File: src/rtl/sub1_reg_pkg.sv
// Shared address map, group sizes and types for the sub1 register read port.
package sub1_reg_pkg;

    localparam logic [3:0] ADDR_A0 = 4'h0;
    localparam logic [3:0] ADDR_A1 = 4'h1;
    localparam logic [3:0] ADDR_A2 = 4'h2;
    localparam logic [3:0] ADDR_A3 = 4'h3;
    localparam logic [3:0] ADDR_A4 = 4'h4;
    localparam logic [3:0] ADDR_B0 = 4'h8;
    localparam logic [3:0] ADDR_B1 = 4'h9;
    localparam logic [3:0] ADDR_B2 = 4'hA;

    localparam int N_REG_A = 5;
    localparam int N_REG_B = 3;

    typedef struct packed {
        logic       err;
        logic [7:0] data;
    } rsp_t;

    typedef enum logic {
        SNAP_IDLE = 1'b0,
        SNAP_HELD = 1'b1
    } snap_state_e;

endpackage

File: src/rtl/sub1_rsp_fifo.sv
// Synchronous response FIFO; head entry reads as all-zero while empty.
module sub1_rsp_fifo
    import sub1_reg_pkg::*;
#(
    parameter  int DEPTH = 2,
    localparam int AW    = $clog2(DEPTH),
    localparam int CW    = AW + 1
) (
    input  logic          clk_i,
    input  logic          rst_ni,
    input  logic          push_i,
    input  rsp_t          push_data_i,
    input  logic          pop_i,
    output rsp_t          pop_data_o,
    output logic          full_o,
    output logic          empty_o,
    output logic [CW-1:0] count_o
);

    rsp_t          mem_q [DEPTH];
    logic [AW-1:0] wr_ptr_q, rd_ptr_q;
    logic [CW-1:0] count_q;
    logic          do_push, do_pop;

    assign full_o     = (count_q == CW'(DEPTH));
    assign empty_o    = (count_q == '0);
    assign count_o    = count_q;
    assign do_push    = push_i && !full_o;
    assign do_pop     = pop_i && !empty_o;
    assign pop_data_o = empty_o ? '0 : mem_q[rd_ptr_q];

    // NOTE: sequential state uses non-blocking assignments so every register samples pre-edge values.
    always_ff @(posedge clk_i or negedge rst_ni) begin
        if (!rst_ni) begin
            wr_ptr_q <= '0;
            rd_ptr_q <= '0;
            count_q  <= '0;
        end else begin
            if (do_push) wr_ptr_q <= wr_ptr_q + AW'(1);
            if (do_pop)  rd_ptr_q <= rd_ptr_q + AW'(1);
            count_q <= count_q + CW'(do_push) - CW'(do_pop);
        end
    end

    // NOTE: storage is not reset; stale entries are unreachable because the head is gated by empty.
    always_ff @(posedge clk_i) begin
        if (do_push) mem_q[wr_ptr_q] <= push_data_i;
    end

endmodule

File: src/rtl/sub1_reg_reader.sv
// Host read port for sub1 registers: address decode, per-group snapshots,
// saturating error counter and an in-order response FIFO.
module sub1_reg_reader #(
    parameter bit P_SNAP_EN    = 1'b1,
    parameter int P_FIFO_DEPTH = 2
) (
    input  logic       i_clk,
    input  logic       i_rst_n,
    input  logic       i_req_valid,
    output logic       o_req_ready,
    input  logic [3:0] i_req_addr,
    output logic       o_rsp_valid,
    input  logic       i_rsp_ready,
    output logic [7:0] o_rsp_data,
    output logic       o_rsp_err,
    output logic [7:0] o_err_cnt,
    output logic       o_snap_a_held,
    output logic       o_snap_b_held,
    input  logic [7:0] reg_a_0,
    input  logic [7:0] reg_a_1,
    input  logic [7:0] reg_a_2,
    input  logic [7:0] reg_a_3,
    input  logic [7:0] reg_a_4,
    input  logic [7:0] reg_b_0,
    input  logic [7:0] reg_b_1,
    input  logic [7:0] reg_b_2
);
    import sub1_reg_pkg::*;

    localparam int CNT_W = $clog2(P_FIFO_DEPTH) + 1;

    logic             req_fire, rsp_pop, fifo_full, fifo_empty;
    logic [CNT_W-1:0] fifo_count;
    rsp_t             req_rsp, head_rsp;
    logic             in_a, in_b;
    logic [7:0]       live_a [N_REG_A];
    logic [7:0]       live_b [N_REG_B];
    logic [7:0]       snap_a_q [N_REG_A], snap_a_d [N_REG_A];
    logic [7:0]       snap_b_q [N_REG_B], snap_b_d [N_REG_B];
    snap_state_e      state_a_q, state_a_d, state_b_q, state_b_d;
    logic [7:0]       err_cnt_q, err_cnt_d;

    assign live_a = '{reg_a_0, reg_a_1, reg_a_2, reg_a_3, reg_a_4};
    assign live_b = '{reg_b_0, reg_b_1, reg_b_2};

    assign o_req_ready = !fifo_full;
    assign o_rsp_valid = !fifo_empty;
    assign req_fire    = i_req_valid && o_req_ready;
    assign rsp_pop     = o_rsp_valid && i_rsp_ready;

    // NOTE: every combinational output gets a default first so no path can infer a latch.
    always_comb begin
        in_a    = 1'b0;
        in_b    = 1'b0;
        req_rsp = '0;
        case (i_req_addr)
            ADDR_A0, ADDR_A1, ADDR_A2, ADDR_A3, ADDR_A4: in_a = 1'b1;
            ADDR_B0, ADDR_B1, ADDR_B2:                   in_b = 1'b1;
            default: ;
        endcase
        // The capture address always returns the live value, even when re-capturing.
        if (in_a) begin
            req_rsp.data = (state_a_q == SNAP_HELD && i_req_addr != ADDR_A0)
                         ? snap_a_q[i_req_addr[2:0]] : live_a[i_req_addr[2:0]];
        end else if (in_b) begin
            req_rsp.data = (state_b_q == SNAP_HELD && i_req_addr != ADDR_B0)
                         ? snap_b_q[i_req_addr[1:0]] : live_b[i_req_addr[1:0]];
        end else begin
            req_rsp.err = 1'b1;
        end
    end

    always_comb begin
        state_a_d = state_a_q;
        state_b_d = state_b_q;
        snap_a_d  = snap_a_q;
        snap_b_d  = snap_b_q;
        if (P_SNAP_EN && req_fire) begin
            if (i_req_addr == ADDR_A0) begin
                state_a_d = SNAP_HELD;
                snap_a_d  = live_a;
            end else if (i_req_addr == ADDR_A4) begin
                state_a_d = SNAP_IDLE;
            end
            if (i_req_addr == ADDR_B0) begin
                state_b_d = SNAP_HELD;
                snap_b_d  = live_b;
            end else if (i_req_addr == ADDR_B2) begin
                state_b_d = SNAP_IDLE;
            end
        end
    end

    always_comb begin
        err_cnt_d = err_cnt_q;
        if (req_fire && req_rsp.err && err_cnt_q != 8'hFF) err_cnt_d = err_cnt_q + 8'd1;
    end

    always_ff @(posedge i_clk or negedge i_rst_n) begin
        if (!i_rst_n) begin
            state_a_q <= SNAP_IDLE;
            state_b_q <= SNAP_IDLE;
            snap_a_q  <= '{default: '0};
            snap_b_q  <= '{default: '0};
            err_cnt_q <= '0;
        end else begin
            state_a_q <= state_a_d;
            state_b_q <= state_b_d;
            snap_a_q  <= snap_a_d;
            snap_b_q  <= snap_b_d;
            err_cnt_q <= err_cnt_d;
        end
    end

    sub1_rsp_fifo #(.DEPTH(P_FIFO_DEPTH)) u_rsp_fifo (
        .clk_i       (i_clk),
        .rst_ni      (i_rst_n),
        .push_i      (req_fire),
        .push_data_i (req_rsp),
        .pop_i       (rsp_pop),
        .pop_data_o  (head_rsp),
        .full_o      (fifo_full),
        .empty_o     (fifo_empty),
        .count_o     (fifo_count)
    );

    assign o_rsp_data    = head_rsp.data;
    assign o_rsp_err     = head_rsp.err;
    assign o_err_cnt     = err_cnt_q;
    assign o_snap_a_held = (state_a_q == SNAP_HELD);
    assign o_snap_b_held = (state_b_q == SNAP_HELD);

    a_full_matches_count: assert property (@(posedge i_clk) disable iff (!i_rst_n)
        fifo_full == (fifo_count == CNT_W'(P_FIFO_DEPTH)));

endmodule
File: config.mk
export PLATFORM = sky130hd
export DESIGN_NAME = sub1_reg_reader
export DESIGN_NICKNAME = d
export VERILOG_FILES = /design/src/rtl/sub1_reg_pkg.sv /design/src/rtl/sub1_rsp_fifo.sv /design/src/rtl/sub1_reg_reader.sv
export SDC_FILE = /design/constraint.sdc
export NUM_CORES = 1
export LEC_CHECK = 0
export CAP_MARGIN = 20
export CELL_PAD_IN_SITES_DETAIL_PLACEMENT = 1
export CELL_PAD_IN_SITES_GLOBAL_PLACEMENT = 1
export CORE_MARGIN = 3
export CORE_UTILIZATION = 30
export CTS_CLUSTER_SIZE = 12
export DETAILED_ROUTE_END_ITERATION = 16
export PLACE_DENSITY = 0.64
export SYNTH_ARGS = -nofsm -noshare
export SYNTH_HDL_FRONTEND = slang
export SYNTH_HIERARCHICAL = 1
export SYNTH_SLANG_ARGS = --single-unit
File: constraint.sdc
create_clock -name i_clk -period 5.3 [get_ports i_clk]
set_input_delay 1.325 -clock i_clk [delete_from_list [all_inputs] [get_ports i_clk]]
set_output_delay 1.325 -clock i_clk [all_outputs]
set_load 0.02 [all_outputs]
==> reports/qor.csv, run 1 <==
metric;value;unit
Hold Path Origin;snap_a_q[2]$_DFFE_PN0P_;
# diodes;0;
Cell variety after synth;46;
Flop pwr share;0.399;
total CTS buffers;9;
grt ovf;0;
cts repair resizes;0;
Critical-path top delay cell;clkdlybuf4s50_1;
Worst EP arrival;3.74;ns
CTS root buffer;clkbuf_16;
Worst Slack Setup Final;1.78;ns
GRT Overall Usage;0.155;
Post-Place Setup Slack;1.41;ns
fin crit share;0.665;
DR vias/cell;5.10;
iteration-0 DRC count of the detailed router;130;
synthesized instance count;373;
CP top delay family;simple AND/OR/NAND/NOR gates;
register area;2090;um2
layout cells sized above 1;0.190;
DRC;0;
CTS Hold Bufs;0;
register area share after synthesis;0.487;
worst slew pin tran;0.963;ns
wire per inst;18.9;um
syn nets;448;
Core Region;13900;um2
CP Max Fanout;21;
cell area after placement;5300;um2
Top Usage Layer GRT;met2;
IR drop worst, VDD;142;uV
switch share;0.333;
Routed Antenna Nets;0;
routability cong.;0.729;
largest net degree at the start of global routing;63;
Reg2Reg Depth;4;
Die Y;126;um
met1 Track Usage GR;0.197;
Final Util;0.404;
die area;15800;um2
Avg Inst Size Synth;11.5;um2
Max Buffers Root-to-Sink;2;
WS Path Type;in2reg;
Slew Limit Fails;0;
crit start category;input pin;
hold endpoint;snap_a_q[2]$_DFFE_PN0P_;
Int Power;1.82;mW
WHS Path Cells;1;
max_cap viols;0;
critical path endpoint category;register;
# IOs;93;
reg2reg end;u_rsp_fifo/mem_q[0][6]$_DFFE_PP_;
total power;2.73;mW
setup violators final;0;
asr flop ratio synth;0.775;
buffers added on ports;92;
design area;5630;um2
flop2flop setup slack;2.93;ns
Routed Wire Length;12100;um
Post-synth EDFFs;18;
Layout fillers;1511;
Clock Latency Late Sink;0.34;ns
post-synthesis register bit count;80;
Setup Fix Bufs, Post-CTS;0;
initial core utilization;0.308;
Reg clk slew, reported paths;0.06;ns
Hold Fails Final Rpt;0;
Initial DRT Pass Iterations;4;
TNS Setup;0;ns
CTS tree;yes;
clock power share;0.251;
clk_skew;0.00713;ns
antenna violations before repair;0;
Multi-input gate area;2000;um2
DIE WIDTH;126;um
# rows;43;
met3 Usage GRT;0.0216;
RSZ-0062 raised after global routing;no;
hpwl dp;8770;um
H-tree depth;3;
Slew headroom;0.358;
vias in the first global route;3575;
WP data required;5.51;ns
Buf/Inv on CP;1;
crit-path cells;clkdlybuf4s50_1 -> and2b_1 -> nand3_1 -> mux2_2;
Sinks on Clock Net;80;
min Tclk post-route;3.52;ns
first-pass GRT wire length;19200;um
Post-Syn Area;4290;um2
power density over the cells;485;nW/um2
Static Leak;2.29;nW
fin nets;527;
worst reg2reg startpoint;o_snap_a_held$_DFFE_PN0P_;
combinational power share;0.350;
Syn-to-layout area delta;31.0;%
outcome;finished, final reports clean;
DR vias;3246;
total net switching power;910;uW
met2 usage;0.269;
HP Class;reg2reg;
slowest stage delay, CP;0.83;ns
top_reg_cell synth;dfrtp_1;
Syn. warnings;6;
fmax;284;MHz
[stage by stage]
step | hold slack (ns) | std cells
CTS | 0.504 | 637
floorplan | 0.461 | 373
finish | 0.501 | 637
global placement | 0.478 | 621
global route | 0.517 | 637
detailed placement | 0.489 | 621
[cells in the mapped netlist (7+ instances only)]
library cell,count,area (um2)
dfrtp_1,62,1550
mux2_2,60,676
mux2i_1,20,200
nor2_1,20,75.1
o21ai_0,20,100
o22ai_1,20,125
edfxtp_1,18,541
inv_1,13,48.8
clkbuf_1,12,45.0
nor3_1,10,50.1
a21oi_1,9,45.0
xor2_1,8,70.1
buf_2,7,35.0
nand2_1,7,26.3
nand3_1,7,35.0
[per-layer routing]
metal / vias up / wire, um
met5: - / 0
met4: 0 / 189
met3: 12 / 350
met2: 57 / 6050
met1: 1631 / 5470
li1: 1546 / -
[state kept, by name, indices dropped and copies added (netlist names)]
name and flops:
u_rsp_fifo/wr_ptr_q 1, u_rsp_fifo/mem_q 18, o_snap_b_held 1, u_rsp_fifo/rd_ptr_q 1, snap_a_q 32, u_rsp_fifo/count_o 2, o_err_cnt 8, snap_b_q 16
o_snap_a_held 1
[final cells by class]
cell class	instances	share of cell area
well taps	180	0.0400
clock inverters	6	0.0160
flip-flops and latches	80	0.372
repair buffers	95	0.166
clock buffers	10	0.0425
multi-input cells	253	0.355
inverters	13	0.00867
[power by group through the flow]
stage          combinational (mW)  clock, mW  sequential [mW]
4_1_cts                     0.971      0.701             1.09
5_1_grt                      1.04      0.725             1.12
3_5_place_dp                0.966          0             1.10
6_report                    0.954      0.686             1.09
2_1_floorplan               0.631          0             1.03
3_3_place_gp                0.941          0             1.08
[placed cells by master, fill, tap and decap left out, types with 7 or more instances in the layout]
master | synthesis | final
clkbuf_16 | 0 | 9
xor2_1 | 8 | 8
o21ai_0 | 20 | 20
nand2_1 | 7 | 7
edfxtp_1 | 18 | 18
nand3_1 | 7 | 7
clkdlybuf4s50_1 | 0 | 90
dfrtp_1 | 62 | 62
a21oi_1 | 9 | 9
mux2i_1 | 20 | 20
o22ai_1 | 20 | 20
nor3_1 | 10 | 10
inv_1 | 13 | 13
nor2_1 | 20 | 20
mux2_2 | 60 | 60
[cells by family (layout without fill, tap and decap cells)]
| family | count (synthesis) | after routing | share of synthesized area |
|---|---|---|---|
| adder cells (fa/ha/maj) | 3 | 3 | 0.00874 |
| buffers and inverters | 40 | 124 | 0.0475 |
| multiplexers | 82 | 82 | 0.214 |
| AND/OR/NAND/NOR | 72 | 72 | 0.0915 |
| flip-flops | 80 | 80 | 0.487 |
| XOR/XNOR | 11 | 11 | 0.0224 |
| AO/OA/AOI/OAI | 85 | 85 | 0.128 |
[worst max-delay path by stage]
stage,start,endpoint,depth (start not counted)
final,i_req_addr[2],snap_b_q[12]$_DFFE_PN0P_,4
after global placement,i_req_addr[1],o_err_cnt[1]$_DFFE_PN0P_,5
after CTS,i_req_addr[2],snap_b_q[12]$_DFFE_PN0P_,4
after global routing,i_req_addr[1],u_rsp_fifo/mem_q[0][1]$_DFFE_PP_,5
after detailed placement,i_req_addr[1],o_err_cnt[1]$_DFFE_PN0P_,5
after floorplan,i_req_addr[0],snap_a_q[10]$_DFFE_PN0P_,5
No activity file was read; power rests on OpenSTA's default activity.
==> inputs of run 2 (changes only) <==
--- a/config.mk
+++ b/config.mk
@@ -12,7 +12,7 @@
 export CORE_UTILIZATION = 30
 export CTS_CLUSTER_SIZE = 12
 export DETAILED_ROUTE_END_ITERATION = 16
-export PLACE_DENSITY = 0.64
+export PLACE_DENSITY = 0.66
 export SYNTH_ARGS = -nofsm -noshare
 export SYNTH_HDL_FRONTEND = slang
 export SYNTH_HIERARCHICAL = 1
==> constraint.sdc (replaced) <==
create_clock -name i_clk -period 2.99 [get_ports i_clk]
set_input_delay 0.7475 -clock i_clk [delete_from_list [all_inputs] [get_ports i_clk]]
set_output_delay 0.7475 -clock i_clk [all_outputs]
set_load 0.02 [all_outputs]
==> reports/qor.csv, run 2 (same netlist as run 1, synthesis figures left out) <==
metric;value;unit;change
WP data required;2.24;ns;was 5.51 ns
top flop regs;snap_a_q (32), u_rsp_fifo/mem_q (18), snap_b_q (16);;unchanged
Sinks on Clock Net;80;;unchanged
total net switching power;1.58;mW;was 910 uW
design area;5790;um2;was 5630 um2
crit-path cells;mux2i_1 -> nor2_1 -> clkdlybuf4s50_1;;was clkdlybuf4s50_1 -> and2b_1 -> nand3_1 -> mux2_2
hold endpoint;o_err_cnt[7]$_DFFE_PN0P_;;was snap_a_q[2]$_DFFE_PN0P_
Worst EP arrival;1.95;ns;was 3.74 ns
max reg flops;32;;unchanged
DIE WIDTH;126;um;unchanged
crit start category;register;;was input pin
# IOs;93;;unchanged
CP top delay family;flip-flops;;was simple AND/OR/NAND/NOR gates
Setup Fix Bufs, Post-CTS;0;;unchanged
cts repair resizes;0;;unchanged
antenna violations before repair;0;;unchanged
power density over the cells;834;nW/um2;was 485 nW/um2
slowest stage delay, CP;0.68;ns;was 0.83 ns
# rows;43;;unchanged
DRC;0;;unchanged
DR vias;3310;;was 3246
most frequent cells in the layout;90 x clkdlybuf4s50_1, 62 x dfrtp_1, 60 x mux2_2;;unchanged
Initial DRT Pass Iterations;5;;was 4
Reg with most FFs;snap_a_q;;unchanged
HP Class;reg2reg;;unchanged
Slew Limit Fails;0;;unchanged
outcome;finished, final reports clean;;unchanged
worst slew pin tran;0.833;ns;was 0.963 ns
critical path endpoint category;output pin;;was register
H-tree depth;3;;unchanged
wire per inst;17.9;um;was 18.9 um
Syn-to-layout area delta;34.9;%;was 31.0%
Core Region;13900;um2;unchanged
clk_skew;0.00899;ns;was 0.00713 ns
IR drop worst, VDD;302;uV;was 142 uV
buffers added on ports;92;;unchanged
Critical-path top delay cell;dfrtp_1;;was clkdlybuf4s50_1
Reg2Reg Depth;11;;was 4
Reg clk slew, reported paths;0.07;ns;was 0.06 ns
fmax;371;MHz;
worst reg2reg startpoint;u_rsp_fifo/count_o[0]$_DFF_PN0_;;was o_snap_a_held$_DFFE_PN0P_
iteration-0 DRC count of the detailed router;165;;was 130
CP Max Fanout;10;;was 21
CTS tree;yes;;unchanged
grt ovf;0;;unchanged
Layout fillers;1509;;was 1511
WS Path Type;reg2out;;was in2reg
Buf/Inv on CP;1;;unchanged
Die Y;126;um;unchanged
Clock Latency Late Sink;0.34;ns;about the same
Routed Antenna Nets;0;;unchanged
switch share;0.327;;was 0.333
reg2reg end;u_rsp_fifo/count_o[1]$_DFF_PN0_;;was u_rsp_fifo/mem_q[0][6]$_DFFE_PP_
layout cells sized above 1;0.226;;was 0.190
GRT Overall Usage;0.152;;was 0.155
Flop pwr share;0.385;;was 0.399
max_cap viols;0;;unchanged
setup violators final;0;;unchanged
fin crit share;0.902;;
most common cell after layout, fill and taps aside;clkdlybuf4s50_1;;unchanged
min Tclk post-route;2.70;ns;
cell area after placement;5470;um2;was 5300 um2
DR vias/cell;5.03;;was 5.10
die area;15800;um2;unchanged
vias in the first global route;3527;;was 3575
hpwl dp;8760;um;was 8770 um
TNS Setup;0;ns;unchanged
initial core utilization;0.308;;unchanged
Max Buffers Root-to-Sink;2;;unchanged
total CTS buffers;9;;unchanged
Static Leak;2.39;nW;was 2.29 nW
CTS Hold Bufs;0;;unchanged
Hold Fails Final Rpt;0;;unchanged
# diodes;0;;unchanged
Int Power;3.25;mW;was 1.82 mW
WHS Path Cells;1;;unchanged
routability cong.;0.844;;was 0.729
first-pass GRT wire length;18900;um;was 19200 um
combinational power share;0.371;;was 0.350
Hold Path Origin;o_err_cnt[7]$_DFFE_PN0P_;;was snap_a_q[2]$_DFFE_PN0P_
Routed Wire Length;11800;um;was 12100 um
fin nets;548;;was 527
CTS root buffer;clkbuf_16;;unchanged
largest net degree at the start of global routing;63;;unchanged
clock power share;0.244;;was 0.251
Slew headroom;0.445;;was 0.358
RSZ-0062 raised after global routing;no;;unchanged
flop2flop setup slack;0.99;ns;was 2.93 ns
==> run 2: cell types whose count changed in the layout (fill, tap and decap cells not counted) <==
| cell | before | now |
|---|---|---|
| clkinv_2 | 0 | 1 |
| inv_4 | 2 | 0 |
| inv_6 | 0 | 1 |
| bufinv_16 | 2 | 1 |
| buf_4 | 3 | 23 |
| buf_12 | 0 | 1 |
| clkbuf_16 | 9 | 10 |
==> run 2: per-layer routing <==
layer / routed length (um) / track usage
met5: 0 / 0
met4: 148 / 0.0485
met3: 557 / 0.0322
met2: 5810 / 0.250
met1: 5250 / 0.202
==> run 2: worst register-to-register path, delay by kind of cell, from the launching register on <==
kind	cells	cell delay, ns
XOR/XNOR	2	0.29
AND/OR/NAND/NOR	3	0.42
buffers and inverters	4	0.36
adder cells (fa/ha/maj)	2	0.49
flip-flops	1	0.37
==> run 2: area by class of cell <==
type                            count  area, um2  area share
Sequential cell                    80       2090       0.361
Multi-Input combinational cell    253       2000       0.345
Timing Repair Buffer              116       1100       0.190
Clock buffer                       11        264      0.0456
Tap cell                          180        225      0.0389
Clock inverter                      5       61.3      0.0106
Inverter                           13       48.8     0.00842
==> run 2: power by group through the flow <==
stage	clock [mW]	combinational, mW	sequential [mW]
final	1.18	1.79	1.86
after global routing	1.26	1.96	1.92
after CTS	1.21	1.82	1.86
after detailed placement	0	1.82	1.88
after global placement	0	1.77	1.85
after floorplan	0	1.12	1.82
==> run 2: worst max-delay path by stage <==
stage | from | depth (start not counted) | end | slack, ns
2_1_floorplan | i_req_addr[0] | 5 | snap_a_q[10]$_DFFE_PN0P_ | 0.87
3_3_place_gp | i_req_addr[1] | 6 | snap_a_q[17]$_DFFE_PN0P_ | 0.24
3_5_place_dp | i_req_addr[2] | 5 | u_rsp_fifo/mem_q[0][4]$_DFFE_PP_ | 0.17
4_1_cts | u_rsp_fifo/rd_ptr_q$_DFFE_PN0P_ | 3 | o_rsp_data[6] | 0.26
5_1_grt | u_rsp_fifo/rd_ptr_q$_DFFE_PN0P_ | 3 | o_rsp_data[6] | 0.17
6_report | u_rsp_fifo/rd_ptr_q$_DFFE_PN0P_ | 3 | o_rsp_data[6] | 0.29
==> run 2: per-stage QoR <==
step	hold slack [ns]	setup slack, ns	util	cells	total power [mW]
after global routing	0.516	0.169	0.416	658	5.14
after CTS	0.498	0.262	0.416	658	4.90
after global placement	0.478	0.241	0.392	642	3.62
final	0.496	0.293	0.416	658	4.83
after detailed placement	0.489	0.171	0.392	642	3.70
after floorplan	0.452	0.874	-	373	2.94
==> inputs of run 3 (changes only) <==
--- a/config.mk
+++ b/config.mk
@@ -13,6 +13,7 @@
 export CTS_CLUSTER_SIZE = 12
 export DETAILED_ROUTE_END_ITERATION = 16
 export PLACE_DENSITY = 0.66
+export SKIP_LAST_GASP = 1
 export SYNTH_ARGS = -nofsm -noshare
 export SYNTH_HDL_FRONTEND = slang
 export SYNTH_HIERARCHICAL = 1
==> results of run 3 <==
Final layout, timing and power as in run 2 (identical DEF).
==> edit: new RTL, flow settings as in run 2 <==
Change the parameter `P_SNAP_EN` from 1'b1 to 1'b0.
--- a/src/rtl/sub1_reg_reader.sv
+++ b/src/rtl/sub1_reg_reader.sv
@@ -1,7 +1,7 @@
 // Host read port for sub1 registers: address decode, per-group snapshots,
 // saturating error counter and an in-order response FIFO.
 module sub1_reg_reader #(
-    parameter bit P_SNAP_EN    = 1'b1,
+    parameter bit P_SNAP_EN    = 1'b0,
     parameter int P_FIFO_DEPTH = 2
 ) (
     input  logic       i_clk,
Formal check against the unedited RTL: not equivalent (a bounded check fails within 4 cycles, from zero or initial values and one cycle with i_rst_n low).
==> edit against run 2 <==
  * Synthesized area decreased by 53%
  * Setup slack improved by 0.074 ns
  * Combinational power is 45% lower
  * Final cell count is 44% lower
  * Sequential cell count decreased by 50
  * Global-route usage hardly changed
  * Routed wire length down 52%
  * Critical path depth unchanged
  * Count of clock-buffer cells in the layout shrank 5
  * Fmax is 2.8% higher
  * Cell area down 47%
  * Power down 59%
  * Critical path type unchanged
  * Critical endpoint is now o_rsp_data[2]
  * Largest cell class is now multi-input combinational cells
  * Largest power group is now combinational cells
==> edit: results (changes against run 2) <==
- Max reg flops: 18 (was 32)
- Filler Cell Count: 728 (was 1,509)
- Root Buffer: clkbuf_8 (was clkbuf_16)
- Routed WL: 5.62 mm (was 11.8 mm)
- Vias: 1,729 (was 3,310)
- Num CTS Buffers: 5 (was 9)
- Final net count: 365 (was 548)
- PortBufs: 90 (was 92)
- Ys async rst share: 0.400 (was 0.775)
- Biggest register: u_rsp_fifo/mem_q (was snap_a_q)
- Worst hold start: u_rsp_fifo/wr_ptr_q$_DFFE_PN0P_ (was o_err_cnt[7]$_DFFE_PN0P_)
- Maximum vdd drop: 0.474 mV (was 0.302 mV)
- Status: completed (unchanged)
- Hpwl dp: 4.72 mm (was 8.76 mm)
- Post-synthesis sequential area ratio: 0.421 (was 0.487)
- Vias in the first global route: 1,762 (was 3,527)
- DRT Pass-1 Iters: 4 (was 5)
- Setup WS pre-CTS: 0.410 ns (was 0.171 ns)
- Clock skew: 0.00351 ns (was 0.00899 ns)
- H-tree levels: 2 (was 3)
- Ys flop type: edfxtp_1 (was dfrtp_1)
- Routed vias/inst: 4.70 (was 5.03)
- Reg2Reg Setup Slack: 1.08 ns (was 0.99 ns)
- RD Place Congestion: 0.821 (was 0.844)
- Top cells by count, synth: 27 x nor2_1, 25 x mux2i_1, 18 x edfxtp_1 (was 62 x dfrtp_1, 60 x mux2_2)
- First-pass GRT wire length: 8.91 mm (was 18.9 mm)
- Clk_lat worst skew: 0.28 ns (was 0.34 ns)
- DRT iter0 DRCs: 55 (was 165)
- Worst r2r src: u_rsp_fifo/count_o[1]$_DFF_PN0_ (was u_rsp_fifo/count_o[0]$_DFF_PN0_)
- Leading post-synthesis cells by cell area: edfxtp_1 27%, dfrtp_1 15%, mux2i_1 13%, mux2_2 5.6%, nor2_1 5.1% (was dfrtp_1 36%, mux2_2 16%, edfxtp_1 13%, mux2i_1 4.7%, o22ai_1 2.9%)
- Share of cells above drive strength 1: 0.103 (was 0.226)
- Min Hold Slack: 0.499 ns (was 0.496 ns)
- Gr usage total: 0.152 (about the same)
- Dpl cells: 360 (was 642)
[edit: logic make-up after synthesis]
group	share of synthesized area
adders and majority gates	0.0188
AOI/OAI and AO/OA	0.113
xor gates and xnor gates	0.0307
muxes	0.193
other	0.00188
DFF	0.421
buffers and inverters	0.0570
and+or+nand+nor	0.165
[edit: worst paths after layout]
path | to | cells past startpoint
worst min register to register | u_rsp_fifo/wr_ptr_q$_DFFE_PN0P_ | 1
worst max-delay path | o_rsp_data[2] | 3
min in group asynchronous | o_err_cnt[5]$_DFFE_PN0P_ | 1
max in group asynchronous | u_rsp_fifo/wr_ptr_q$_DFFE_PN0P_ | 1
worst min-delay path | u_rsp_fifo/wr_ptr_q$_DFFE_PN0P_ | 1
worst max register to register | u_rsp_fifo/count_o[1]$_DFF_PN0_ | 10
[edit: layout make-up]
type,instances,area [um2],share of cell area
inverters,8,30.0,0.00981
well taps,77,96.3,0.0315
repair buffers,97,966,0.315
flip-flops and latches,30,841,0.275
clock buffers,6,72.6,0.0237
multi-input cells,148,1050,0.342
clock inverters,2,8.76,0.00286
[edit: metal layers]
layer / track usage / wire length [um] / up-vias
li1: - / - / 888
met1: 0.204 / 2660 / 776
met2: 0.238 / 2500 / 60
met3: 0.0414 / 383 / 5
met4: 0.0460 / 76 / 0
met5: 0 / 0 / -
[edit: power by group]
| group | internal [mW] | switching, mW | total (mW) |
|---|---|---|---|
| sequential | 0.582 | 0.112 | 0.693 |
| clock | 0.160 | 0.144 | 0.303 |
| combinational | 0.510 | 0.475 | 0.985 |
| total | 1.25 | 0.730 | 1.98 |
